`config.mk`:
```
export PLATFORM = sky130hd
export DESIGN_NAME = adder_pipe_flat
export DESIGN_NICKNAME = d
export VERILOG_FILES = /design/src/rtl/adder_pipe_if.sv /design/src/rtl/adder_pipe.sv /design/src/flat_wrapper.sv
export SDC_FILE = /design/constraint.sdc
export NUM_CORES = 1
export LEC_CHECK = 0
export ABC_AREA = 1
export CAP_MARGIN = 40
export CORE_MARGIN = 5
export CORE_UTILIZATION = 40
export DETAILED_ROUTE_END_ITERATION = 10
export GPL_TIMING_DRIVEN = 0
export PLACE_DENSITY = 0.74
export SETUP_SLACK_MARGIN = 0.3
export SLEW_MARGIN = 20
export SYNTH_ARGS = -nofsm -noshare
export SYNTH_HDL_FRONTEND = slang
export SYNTH_SLANG_ARGS = --single-unit
```
`constraint.sdc`:
```
create_clock -name clk -period 2.1 [get_ports clk]
set_input_delay 0.21 -clock clk [delete_from_list [all_inputs] [get_ports clk]]
set_output_delay 0.21 -clock clk [all_outputs]
set_load 0.1 [all_outputs]
```
`src/rtl/adder_pipe_if.sv`:
```
// Handshake bundle for adder_pipe: operation request channel (in_*, a, b, sub)
// and result channel (out_*, sum, ovf) plus the delivered-result counter.
interface adder_pipe_if #(
    parameter int WIDTH = 8
);
    logic             in_valid;
    logic             in_ready;
    logic [WIDTH-1:0] a;
    logic [WIDTH-1:0] b;
    logic             sub;
    logic             out_valid;
    logic             out_ready;
    logic [WIDTH:0]   sum;
    logic             ovf;
    logic [15:0]      count;

    // Producer/consumer side that drives operations and accepts results
    modport master (
        output in_valid, a, b, sub, out_ready,
        input  in_ready, out_valid, sum, ovf, count
    );

    // The pipelined adder itself
    modport slave (
        input  in_valid, a, b, sub, out_ready,
        output in_ready, out_valid, sum, ovf, count
    );
endinterface

```
`src/rtl/adder_pipe.sv`:
```
// Elastic add/subtract pipeline. The arithmetic is done as the operation
// enters stage 0; later stages only carry {valid, sum, ovf} forward. Each
// stage moves when the stage after it is empty or moving, so bubbles collapse
// and a full pipe with a ready consumer sustains one operation per cycle.
module adder_pipe #(
    parameter int WIDTH  = 8,
    parameter int STAGES = 2
) (
    input  logic         clk,
    input  logic         rst_n,
    adder_pipe_if.slave  bus
);

    logic [STAGES-1:0] valid_reg;
    logic [WIDTH:0]    sum_reg [STAGES];
    logic              ovf_reg [STAGES];
    logic [15:0]       count_reg;

    logic [STAGES-1:0] adv;        // stage i hands its entry onward this cycle
    logic [STAGES-1:0] room;       // stage i can load a new entry this cycle
    logic [STAGES-1:0] src_valid;  // what stage i would load
    logic [WIDTH:0]    src_sum [STAGES];
    logic              src_ovf [STAGES];

    logic [WIDTH:0]    res_next;
    logic              ovf_next;
    logic              out_xfer;

    // Operation result: WIDTH+1 bit unsigned result plus signed-overflow flag
    always_comb begin
        logic [WIDTH:0] a_ext;
        logic [WIDTH:0] b_ext;
        logic           sign_a;
        logic           sign_b;
        logic           sign_r;
        a_ext    = {1'b0, bus.a};
        b_ext    = {1'b0, bus.b};
        res_next = bus.sub ? (a_ext - b_ext) : (a_ext + b_ext);
        sign_a   = bus.a[WIDTH-1];
        sign_b   = bus.b[WIDTH-1];
        sign_r   = res_next[WIDTH-1];
        // Overflow only possible when the effective operand signs agree
        // (add: equal signs, subtract: opposite signs) and the result flips.
        if (bus.sub) begin
            ovf_next = (sign_a != sign_b) && (sign_r != sign_a);
        end else begin
            ovf_next = (sign_a == sign_b) && (sign_r != sign_a);
        end
    end

    // Advance/room chain, evaluated from the output stage back to stage 0
    always_comb begin
        logic nxt_room;
        adv      = '0;
        room     = '0;
        nxt_room = bus.out_ready;
        for (int i = STAGES - 1; i >= 0; i--) begin
            adv[i]   = valid_reg[i] && nxt_room;
            room[i]  = !valid_reg[i] || adv[i];
            nxt_room = room[i];
        end
    end

    // Load source per stage: stage 0 takes the new operation, others their predecessor
    always_comb begin
        src_valid    = '0;
        src_valid[0] = bus.in_valid;
        src_sum[0]   = res_next;
        src_ovf[0]   = ovf_next;
        for (int i = 1; i < STAGES; i++) begin
            src_valid[i] = adv[i-1];
            src_sum[i]   = sum_reg[i-1];
            src_ovf[i]   = ovf_reg[i-1];
        end
    end

    // Stage registers; data only changes when a valid entry is loaded
    always_ff @(posedge clk) begin
        if (!rst_n) begin
            valid_reg <= '0;
            for (int i = 0; i < STAGES; i++) begin
                sum_reg[i] <= '0;
                ovf_reg[i] <= 1'b0;
            end
        end else begin
            for (int i = 0; i < STAGES; i++) begin
                if (room[i]) begin
                    valid_reg[i] <= src_valid[i];
                    if (src_valid[i]) begin
                        sum_reg[i] <= src_sum[i];
                        ovf_reg[i] <= src_ovf[i];
                    end
                end
            end
        end
    end

    assign out_xfer = valid_reg[STAGES-1] && bus.out_ready;

    // Delivered-result counter, saturating at all ones
    always_ff @(posedge clk) begin
        if (!rst_n) begin
            count_reg <= '0;
        end else if (out_xfer && (count_reg != 16'hFFFF)) begin
            count_reg <= count_reg + 16'd1;
        end
    end

    assign bus.in_ready  = room[0];
    assign bus.out_valid = valid_reg[STAGES-1];
    assign bus.sum       = sum_reg[STAGES-1];
    assign bus.ovf       = ovf_reg[STAGES-1];
    assign bus.count     = count_reg;

endmodule

```
`src/flat_wrapper.sv`:
```
// flat-port wrapper written by rule: the top's interface ports become plain ports
module adder_pipe_flat 
#(
    parameter int WIDTH  = 8,
    parameter int STAGES = 2
)
  (clk, rst_n, bus_in_valid, bus_a, bus_b, bus_sub, bus_out_ready, bus_in_ready, bus_out_valid, bus_sum, bus_ovf, bus_count);
  adder_pipe_if #(.WIDTH(WIDTH)) bus_i ();
  input  logic clk;
  input  logic rst_n;
  input wire logic [$bits(bus_i.in_valid)-1:0] bus_in_valid;
  input wire logic [$bits(bus_i.a)-1:0] bus_a;
  input wire logic [$bits(bus_i.b)-1:0] bus_b;
  input wire logic [$bits(bus_i.sub)-1:0] bus_sub;
  input wire logic [$bits(bus_i.out_ready)-1:0] bus_out_ready;
  output wire logic [$bits(bus_i.in_ready)-1:0] bus_in_ready;
  output wire logic [$bits(bus_i.out_valid)-1:0] bus_out_valid;
  output wire logic [$bits(bus_i.sum)-1:0] bus_sum;
  output wire logic [$bits(bus_i.ovf)-1:0] bus_ovf;
  output wire logic [$bits(bus_i.count)-1:0] bus_count;
  assign bus_i.in_valid = bus_in_valid;
  assign bus_i.a = bus_a;
  assign bus_i.b = bus_b;
  assign bus_i.sub = bus_sub;
  assign bus_i.out_ready = bus_out_ready;
  assign bus_in_ready = bus_i.in_ready;
  assign bus_out_valid = bus_i.out_valid;
  assign bus_sum = bus_i.sum;
  assign bus_ovf = bus_i.ovf;
  assign bus_count = bus_i.count;
  adder_pipe #(.WIDTH(WIDTH), .STAGES(STAGES)) u_core (.clk(clk), .rst_n(rst_n), .bus(bus_i));
endmodule
```
==> results of run 1 <==
## worst min-delay path by stage
stage,end,depth (start not counted)
floorplan,u_core.bus.count[0],2
global placement,u_core.bus.count[5],2
detailed placement,u_core.bus.count[13],2
CTS,u_core.sum_reg[0][0],3
global route,u_core.sum_reg[0][0],3
finish,u_core.sum_reg[0][0],3
## power breakdown
group	total [mW]	internal, mW	switching, mW
combinational	0.678	0.271	0.407
clock	0.476	0.230	0.246
sequential	0.847	0.832	0.0149
total	2.00	1.33	0.668
## kinds of logic after synthesis
group	share of synthesized area
AOI/OAI and AO/OA	0.104
xor gates and xnor gates	0.0557
DFF	0.407
adders and majority gates	0.0615
buffers and inverters	0.0933
and+or+nand+nor	0.278
## stage by stage
step | hold slack [ns] | worst slack [ns] | TNS, ns
floorplan | 0.336 | 0.136 | 0
global placement | 0.484 | -0.638 | -3.74
detailed placement | 0.491 | -0.686 | -4.05
CTS | 0.400 | 0.254 | 0
global route | 0.352 | 0.142 | 0
finish | 0.347 | 0.262 | 0
## worst reg2reg max path: cells and delay by family, from the launching register on
kind	cells	cell delay (ns)
and+or+nand+nor	5	0.58
buffers and inverters	2	0.23
DFF	1	0.37
adders and majority gates	1	0.20
AOI/OAI and AO/OA	1	0.05
## placed cells by master (no fill, tap or decap), drive strengths merged, types with 4 or more instances in the layout
cell type,synthesis,final
xnor2,7,7
dlygate4sd2,0,4
o21ai,10,10
nand4,6,6
a21oi,25,25
edfxtp,20,20
nor2,45,45
nand3,15,15
nand2,91,91
o21bai,4,4
clkdlybuf4s50,0,39
xor2,8,8
buf,5,43
ha,10,10
clkinv,1,4
dfxtp,18,18
inv,48,47
clkbuf,0,7
## layout make-up
class                           instances  area, µm²  area share
Multi-Input combinational cell        227       1370       0.366
Sequential cell                        38        990       0.265
Timing Repair Buffer                   82        960       0.257
Inverter                               49        201      0.0540
Tap cell                               75       93.8      0.0252
Clock buffer                            6       72.6      0.0195
Buffer                                  5       36.3     0.00973
Clock inverter                          2       10.0     0.00268
## routing by layer
layer	up-vias	GRT usage	routed length [µm]
met3	13	0.0238	227
met4	0	0.0581	156
met5	-	0	0
met2	59	0.262	2670
li1	1191	-	-
met1	1009	0.180	2450
## timing repair
item                                    in CTS  in global routing
endpoints found under the setup margin      10                  6
pin swaps                                   15                 14
setup buffers                                5                  2
gates resized for setup                     31                 27
==> results by group, run 1 <==
Clock tree
  • Clk Latency, worst-skew pair: 0.28 ns
  • CTS tree: yes
  • CTS buffer count: 5
  • CTS Hold Buffers Added: 0
  • Clk slew on worst S/H paths: 0.07 ns
  • Root buf cell: clkbuf_8
  • Clock sinks: 38
  • # H-tree levels: 2
  • Clk buf depth: 2

Route
  • Wire per inst: approximately 11 µm
  • Residual DRC: 0
  • Via Count: 2272
  • Drt total wl: approximately 5.5 mm
  • DRT Pass-1 Iters: 5
  • Antenna Nets Post-Route: 0
  • DR iter-0 viols: 84
  • DR vias/cell: 4.69

Global route
  • Vias in the first global route: 2155
  • Initial antenna violation count: 0
  • Largest net degree at the start of global routing: 13
  • Global-route wire length before repair: slightly above 9 mm
  • Total GRT Usage: 0.149
  • Grt ovf: 0

Place
  • Routability congestion estimate: 0.966
  • Post-place instance area: 0.00348 mm²
  • DP HPWL: 4.23 mm
  • PortBufs: 47
  • Placed instance count: between 400 and 500

Power
  • LEAKAGE: 1.56 nW
  • Pwr dens: 537 mW/mm²
  • Total design power: ~2.0 mW
  • Worst vdd ir: 0.360 mV

Synthesis
  • Ys flop type: edfxtp_1
  • Top cells by area, synth: edfxtp_1 (25%), dfxtp_1 (15%), nand2_1 (14%), inv_1 (7.3%), nor2_1 (7.0%)
  • Mapped Nets: 351
  • Mean Syn Cell Area: 7.40 µm²
  • Netlist cell types: 29
  • Sequential-to-total area share from yosys stat: 0.407
  • Syn. warnings: 0
  • EDFF count, synth: 20
  • Post-synth top cells: nand2_1 (90), inv_1 (46), nor2_1 (44)
  • Post-synthesis cell area: 0.00236 mm²
  • Ys async rst share: 0
  • Most frequent cell after synthesis: nand2_1
  • Share of the synthesized area in the top cell type: 0.255
  • Synth Instances: 319
  • Yosys reg bits: 38
  • Largest area contributor in the netlist: edfxtp_1

Cells and area
  • Antenna cell count: 0
  • Fill cells: about 480
  • Post-Layout Inst Area: 0.00373 mm²
  • Share of layout cells above drive strength 1: 0.279
  • Post-Layout Cell Count: 484
  • Area Overhead vs Synth: 58.0%
  • Max reg flops: 18
  • Post-layout nets: 440
  • Final core utilization: 0.641

Timing
  • Slew headroom: 0.630
  • Tcrit/Tclk final: 0.875
  • RSZ-0062 raised after global routing: yes
  • Skew final: ~0.008 ns
  • Fmax: 0.544 GHz
  • Slew Limit Fails: 0
  • Final hold vios: 0
  • Fin crit period: 1.84 ns
  • Count of final setup violators: 0
  • Least-Margin Pin Slew: 0.555 ns

Worst setup path
  • R2r endpoint: u_core.bus.count[8]
  • Worst path slowest cell: ha_4
  • Worst-path fanout max: 5
  • Reg-to-Reg Start: u_core.bus.count[0]
  • CP Launch Type: input port
  • R2R Setup Slk: 0.53 ns
  • CP startpoint: bus_b[1]
  • CP Cell Sequence: buf_8 -> inv_12 -> ha_4 -> nand2_4 -> o21ai_4 -> xor2_1 -> inv_1 -> ha_4 -> nand2_4 -> nor2_4 -> nand3_2 -> nand2_2 -> nand2_4 -> a21oi_2 -> nor2_1
  • Crit path largest cell delay: 0.31 ns
  • Req. time, crit path: between 2 and 2.5 ns
  • WP data arrival: approximately 1.9 ns
  • Stages on worst setup path: 15
  • CP delay by family, top: simple AND/OR/NAND/NOR gates
  • Worst Setup EP: u_core.ovf_reg[0][0]
  • Most common cell on crit path: nand2_4
  • CP endpoint kind: flop
  • CP bufs+invs: 3
  • FF-to-FF path depth: 9
  • Crit Path Category: input port to flop

Floorplan
  • Starting density of the core: 0.406
  • Area of the core: 0.00582 mm²
  • Io pins: 49
  • Full die area: between 0.007 and 0.008 mm²
  • Row count: 28
  • Die Wd: 86.8 µm
  • Die height: 86.8 µm

Worst hold path
  • Worst Hold Launch: bus_b[0]
  • Hold crit path type: input port to flop

Run status
  • Outcome: finished clean

Run
  • Max-Cap Viols: 0
Power figures use the tool's default switching activity.
==> inputs of run 2 (changes only) <==
--- a/config.mk
+++ b/config.mk
@@ -5,14 +5,15 @@
 export SDC_FILE = /design/constraint.sdc
 export NUM_CORES = 1
 export LEC_CHECK = 0
-export ABC_AREA = 1
+export ABC_CLOCK_PERIOD_IN_PS = 2100
 export CAP_MARGIN = 40
 export CORE_MARGIN = 5
 export CORE_UTILIZATION = 40
 export DETAILED_ROUTE_END_ITERATION = 10
 export GPL_TIMING_DRIVEN = 0
-export PLACE_DENSITY = 0.74
+export PLACE_DENSITY = 0.75
 export SETUP_SLACK_MARGIN = 0.3
+export SKIP_LAST_GASP = 1
 export SLEW_MARGIN = 20
 export SYNTH_ARGS = -nofsm -noshare
 export SYNTH_HDL_FRONTEND = slang
==> results by group, run 2 <==
Cells and area
  • Commonest non-fill, non-tap cell in the layout: clkdlybuf4s50_1
  • Max reg flops: 18 (unchanged)
  • Post-layout nets: 352 (-20%)
  • Antenna cell count: 0 (unchanged)
  • Share of layout cells above drive strength 1: 0.374 (+0.0951)
  • Fill cells: 390 (-18%)
  • Post-Layout Cell Count: 393 (-19%)
  • Area Overhead vs Synth: 70.7%
  • Post-Layout Inst Area: 0.00373 mm² (about the same)
  • Area occupied by registers: 0.00101 mm² (+2.3%)
  • Commonest cells after routing, fill and taps aside: clkdlybuf4s50_1 (35), buf_8 (26), and2_1 (25)
  • Area of the multi-input gates: 0.00136 mm² (-0.73%)

Floorplan
  • Die height: 83.9 µm (-3.4%)
  • Row count: 27 (-3.6%)
  • Full die area: 0.00704 mm² (-6.6%)
  • Io pins: 49 (unchanged)
  • Starting density of the core: 0.404 (-0.00183)
  • Area of the core: 0.00541 mm² (-7.1%)
  • Die Wd: 83.9 µm (-3.4%)

Synthesis
  • Synth Instances: 219 (-31%)
  • Syn. warnings: 0 (unchanged)
  • Post-synthesis cell area: 0.00218 mm² (-7.5%)
  • Most frequent cell after synthesis: and2_1
  • Share of the synthesized area in the top cell type: 0.275 (+0.0206)
  • Post-synth top cells: and2_1 (25), xnor2_1 (23), edfxtp_1 (20), nor2_1 (20), dfxtp_1 (18)
  • Netlist cell types: 38 (+31%)
  • Ys flop type: edfxtp_1
  • Mean Syn Cell Area: 9.97 µm² (+35%)
  • Sequential-to-total area share from yosys stat: 0.440 (+0.0329)
  • Mapped Nets: 251 (-28%)
  • Largest area contributor in the netlist: edfxtp_1
  • Ys async rst share: 0 (unchanged)
  • Top cells by area, synth: edfxtp_1 (28%), dfxtp_1 (17%), xnor2_1 (9.2%), and2_1 (7.2%), ha_1 (5.7%)
  • Yosys reg bits: 38 (unchanged)
  • EDFF count, synth: 20 (unchanged)

Timing
  • Setup tns final: 0 ns (unchanged)
  • Fin crit period: 1.89 ns (+0.0528 ns)
  • Count of final setup violators: 0 (unchanged)
  • Fmax: 0.529 GHz (-2.8%)
  • Final hold vios: 0 (unchanged)
  • Slew Limit Fails: 0 (unchanged)
  • RSZ-0062 raised after global routing: yes
  • Skew final: 0.00691 ns (-0.00115 ns)
  • Tcrit/Tclk final: 0.900 (+0.0252)
  • Slew headroom: 0.661 (+0.0311)
  • Least-Margin Pin Slew: 0.504 ns (-0.0505 ns)

Worst setup path
  • CP Cell Sequence: buf_12 -> inv_12 -> ha_4 -> mux2i_4 -> fa_2 -> a21oi_4 -> o21ai_4 -> a211oi_2 -> o21bai_1 -> mux2_4
  • CP Launch Type: input port
  • WP data arrival: 1.93 ns (+0.04 ns)
  • Reg-to-Reg Start: u_core.valid_reg[1]
  • Worst path slowest cell: fa_2
  • Stages on worst setup path: 10 (-5)
  • R2r endpoint: u_core.sum_reg[0][8]
  • FF-to-FF path depth: 6 (-3)
  • CP delay by family, top: adder cells
  • R2R Setup Slk: 0.44 ns (-0.09 ns)
  • Worst-path fanout max: 4 (-1)
  • Req. time, crit path: 2.14 ns (about the same)
  • CP endpoint kind: flop
  • Crit path largest cell delay: 0.39 ns (+0.08 ns)
  • CP bufs+invs: 2 (-1)
  • Crit Path Category: input port to flop

Global route
  • Total GRT Usage: 0.147 (-0.00180)
  • Initial antenna violation count: 0 (unchanged)
  • Vias in the first global route: 1932 (-10%)
  • Largest net degree at the start of global routing: 13 (unchanged)
  • Grt ovf: 0 (unchanged)
  • Global-route wire length before repair: 8.50 mm (-6.7%)

Route
  • Drt total wl: 5.29 mm (-4.0%)
  • Antenna Nets Post-Route: 0 (unchanged)
  • DRT Pass-1 Iters: 6 (+1)
  • DR vias/cell: 4.92 (+4.8%)
  • Residual DRC: 0 (unchanged)
  • Via Count: 1934 (-15%)
  • Wire per inst: 13.5 µm (+18%)
  • DR iter-0 viols: 93 (+11%)

Clock tree
  • Clk buf depth: 2 (unchanged)
  • Clk slew on worst S/H paths: 0.07 ns (about the same)
  • CTS tree: yes
  • Clk Latency, worst-skew pair: 0.28 ns (about the same)
  • CTS Hold Buffers Added: 0 (unchanged)
  • CTS buffer count: 5 (unchanged)
  • Root buf cell: clkbuf_8
  • Clock sinks: 38 (unchanged)
  • # H-tree levels: 2 (unchanged)

Run status
  • Outcome: finished clean

Worst hold path
  • Hold Path End: u_core.sum_reg[0][0]
  • Hold crit path type: input port to flop
  • Worst Hold Launch: bus_b[0]
  • Hold Path Stages: 3 (unchanged)

Run
  • Max-Cap Viols: 0 (unchanged)

Power
  • LEAKAGE: 1.48 nW (-5.1%)
  • Total design power: 2.14 mW (+6.8%)
  • Pwr dens: 574 mW/mm² (+6.9%)
  • Worst vdd ir: 0.327 mV (-9.1%)

Place
  • Post-place instance area: 0.00333 mm² (-4.2%)
  • Placed instance count: 366 (-22%)
  • PortBufs: 47 (unchanged)
  • DP HPWL: 3.79 mm (-10%)
  • Routability congestion estimate: 0.821 (-15%)
==> run 2: worst max path at each step <==
stage | endpoint | slack [ns] | start
2_1_floorplan | u_core.sum_reg[0][8] | 0.14 | u_core.valid_reg[1]
3_3_place_gp | u_core.sum_reg[0][8] | -0.74 | bus_b[1]
3_5_place_dp | u_core.sum_reg[0][8] | -0.74 | bus_b[1]
4_1_cts | u_core.sum_reg[0][8] | 0.21 | bus_b[1]
5_1_grt | u_core.ovf_reg[0][0] | 0.14 | bus_b[0]
6_report | u_core.sum_reg[0][8] | 0.21 | bus_b[1]
==> run 2: metal layers <==
layer	up-vias	routed length, µm	track usage
met2	43	2770	0.273
met3	7	185	0.0286
met4	0	93	0.0512
met5	-	0	0
li1	978	-	-
met1	906	2240	0.165
==> run 2: final cells by class <==
cell class	count	share of cell area
multi-input cells	164	0.364
repair buffers	94	0.286
flip-flops and latches	38	0.272
well taps	72	0.0242
clock buffers	5	0.0185
inverters	11	0.0151
clock inverters	3	0.0107
plain buffers	6	0.0107
==> run 2: through the flow <==
step	hold slack, ns	setup WS [ns]	utilization
global route	0.336	0.140	0.690
global placement	0.486	-0.735	0.537
detailed placement	0.499	-0.739	0.617
CTS	0.341	0.213	0.662
floorplan	0.349	0.139	-
finish	0.349	0.209	0.690
==> run 2: logic make-up after synthesis <==
family                     count (synthesis)  synth area share
xor gates and xnor gates                  26             0.104
AOI/OAI and AO/OA                         39             0.120
muxes                                      3            0.0143
DFF                                       38             0.440
adders and majority gates                 11            0.0665
buffers and inverters                     17            0.0327
and+or+nand+nor                           85             0.222
==> run 2: worst reg2reg max path, stage by stage (launching register included) <==
cell and delay, ns:
dfxtp_4 0.38, nor2b_4 0.20, nand2_4 0.07, nand2b_1 0.07
clkbuf_1 0.32, nor3_1 0.09, mux2_4 0.28
==> run 2: power by group <==
part / internal, mW / total, mW / switching [mW] / leakage [nW]
logic: 0.325 / 0.713 / 0.387 / 1.05
clock network: 0.349 / 0.591 / 0.242 / 0.0579
registers: 0.820 / 0.835 / 0.0143 / 0.373
==> run 2: what timing repair did <==
action | 4_1_cts | 5_1_grt
pin swaps | 24 | 20
setup endpoints to repair | 10 | 4
setup buffers | 12 | 6
gates resized for setup | 56 | 24
==> inputs of run 3 (changes only) <==
--- a/config.mk
+++ b/config.mk
@@ -10,7 +10,7 @@
 export CORE_MARGIN = 5
 export CORE_UTILIZATION = 40
 export DETAILED_ROUTE_END_ITERATION = 10
-export GPL_TIMING_DRIVEN = 0
+export GPL_TIMING_DRIVEN = 1
 export PLACE_DENSITY = 0.75
 export SETUP_SLACK_MARGIN = 0.3
 export SKIP_LAST_GASP = 1
==> results by group, run 3 (synthesized netlist as in run 2, its figures left out) <==
Run status
  • Outcome: finished clean

Cells and area
  • Antenna cell count: 0 (unchanged)
  • Max reg flops: 18 (unchanged)
  • Share of layout cells above drive strength 1: 0.415 (+0.0412)
  • Commonest cells after routing, fill and taps aside: buf_4 (60), and2_1 (25), xnor2_1 (22)
  • Commonest non-fill, non-tap cell in the layout: buf_4
  • Post-layout nets: 337 (-4.3%)
  • Area Overhead vs Synth: 49.1%

Route
  • Antenna Nets Post-Route: 0 (unchanged)
  • Drt total wl: 4.83 mm (-8.7%)
  • Wire per inst: 12.8 µm (-5.1%)
  • DR vias/cell: 4.98 (+1.3%)
  • Via Count: 1884 (-2.6%)
  • DRT Pass-1 Iters: 4 (-2)
  • Residual DRC: 0 (unchanged)
  • DR iter-0 viols: 41 (-56%)

Clock tree
  • Clock sinks: 38 (unchanged)
  • CTS buffer count: 5 (unchanged)
  • CTS Hold Buffers Added: 0 (unchanged)
  • Clk buf depth: 2 (unchanged)
  • Root buf cell: clkbuf_8
  • # H-tree levels: 2 (unchanged)
  • Clk slew on worst S/H paths: 0.07 ns (about the same)
  • CTS tree: yes
  • Clk Latency, worst-skew pair: 0.29 ns (about the same)

Timing
  • Final hold vios: 0 (unchanged)
  • Least-Margin Pin Slew: 0.521 ns (+0.0165 ns)
  • Skew final: 0.00814 ns (+0.00123 ns)
  • WHS: 0.482 ns (+0.133 ns)
  • Tcrit/Tclk final: 0.948 (+0.0476)
  • Slew headroom: 0.650 (-0.0111)
  • Count of final setup violators: 0 (unchanged)
  • Final worst slack: 0.109 ns (-0.100 ns)
  • Slew Limit Fails: 0 (unchanged)
  • Fin crit period: 1.99 ns (+0.100 ns)
  • Fmax: 0.502 GHz (-5.0%)
  • RSZ-0062 raised after global routing: yes

Worst setup path
  • CP endpoint kind: flop
  • Crit Path Category: input port to flop
  • CP Launch Type: input port
  • CP Cell Sequence: buf_6 -> buf_8 -> inv_12 -> ha_4 -> a21oi_4 -> xnor2_1 -> ha_2 -> a21oi_1 -> nand3_1 -> o211ai_1 -> mux2i_1
  • Worst path slowest cell: ha_2
  • Crit path largest cell delay: 0.34 ns (-0.05 ns)
  • WP data arrival: 2.03 ns (+0.10 ns)
  • Req. time, crit path: 2.14 ns (about the same)
  • Worst-path fanout max: 5 (+1)

Floorplan
  • Full die area: 0.00704 mm² (unchanged)
  • Die Wd: 83.9 µm (unchanged)
  • Area of the core: 0.00541 mm² (unchanged)
  • Io pins: 49 (unchanged)
  • Row count: 27 (unchanged)
  • Die height: 83.9 µm (unchanged)
  • Starting density of the core: 0.404 (unchanged)

Global route
  • Largest net degree at the start of global routing: 22 (+9)
  • Vias in the first global route: 1808 (-6.4%)
  • Global-route wire length before repair: 8.03 mm (-5.5%)
  • Grt ovf: 0 (unchanged)
  • Total GRT Usage: 0.137 (-0.00943)
  • Initial antenna violation count: 0 (unchanged)

Power
  • Pwr dens: 595 mW/mm² (+3.8%)
  • Worst vdd ir: 0.258 mV (-21%)
  • LEAKAGE: 1.36 nW (-8.3%)

Place
  • Routability congestion estimate: 0.789 (-4.0%)
  • DP HPWL: 3.65 mm (-3.8%)
  • Pre-CTS setup slack: -0.594 ns (+0.145 ns)
  • PortBufs: 48 (+2.1%)

Run
  • Max-Cap Viols: 0 (unchanged)

Worst hold path
  • Hold crit path type: input port to flop
-- run 3: changes by cell type in the layout (fill, tap and decap cells not counted), moves of 3 or more --
cell / before / now
nor2_2: 3 / 6
clkdlybuf4s50_1: 35 / 11
buf_4: 16 / 60
clkbuf_1: 4 / 0
buf_8: 26 / 1
-- run 3: through the flow --
step	instances	total power, mW	TNS, ns	util	area [µm²]
after floorplan	219	1.22	0	-	2340
after global placement	364	1.40	-2.72	0.564	3050
after detailed placement	364	1.42	-3.19	0.564	3050
after CTS	377	1.92	0	0.594	3210
after global routing	378	2.03	0	0.602	3250
final	378	1.94	0	0.602	3250
-- run 3: final timing paths --
path,startpoint,end,slack (ns),cells after the start
setup / recovery,bus_b[1],u_core.ovf_reg[0][0],0.11,11
hold / removal,bus_b[0],u_core.sum_reg[0][0],0.48,4
setup reg to reg,u_core.bus.count[6],u_core.bus.count[13],0.43,5
hold reg to reg,u_core.bus.count[1],u_core.bus.count[1],0.51,2
-- run 3: what timing repair did --
action / CTS / global route
resized for setup: 35 / 9
endpoints found under the hold margin: 0 / 0
setup buffers: 5 / 1
pin swaps: 22 / 7
setup endpoints to repair: 9 / 6
-- run 3: final cells by class --
class	count	area (µm²)
inverters	11	53.8
clock buffers	5	68.8
repair buffers	85	716
multi-input cells	164	1300
fillers	472	2150
clock inverters	3	16.3
well taps	72	90.1
flip-flops and latches	38	1010
-- run 3: worst max-delay path: cells and delay by family --
family | cells | cell delay, ns
buffers and inverters | 3 | 0.22
xor gates and xnor gates | 1 | 0.14
AOI/OAI and AO/OA | 3 | 0.69
and+or+nand+nor | 1 | 0.14
muxes | 1 | 0.11
adders and majority gates | 2 | 0.50
-- run 3: layer usage --
layer,track usage,routed length [µm],up-vias
li1,-,-,953
met1,0.169,2110,881
met2,0.236,2460,42
met3,0.0276,186,8
met4,0.0512,72,0
met5,0,0,-
-- run 3: power by group --
part	internal, mW	total [mW]	switching, mW
Sequential	0.820	0.835	0.0144
Clock	0.227	0.475	0.248
Combinational	0.273	0.627	0.354
Total	1.32	1.94	0.617
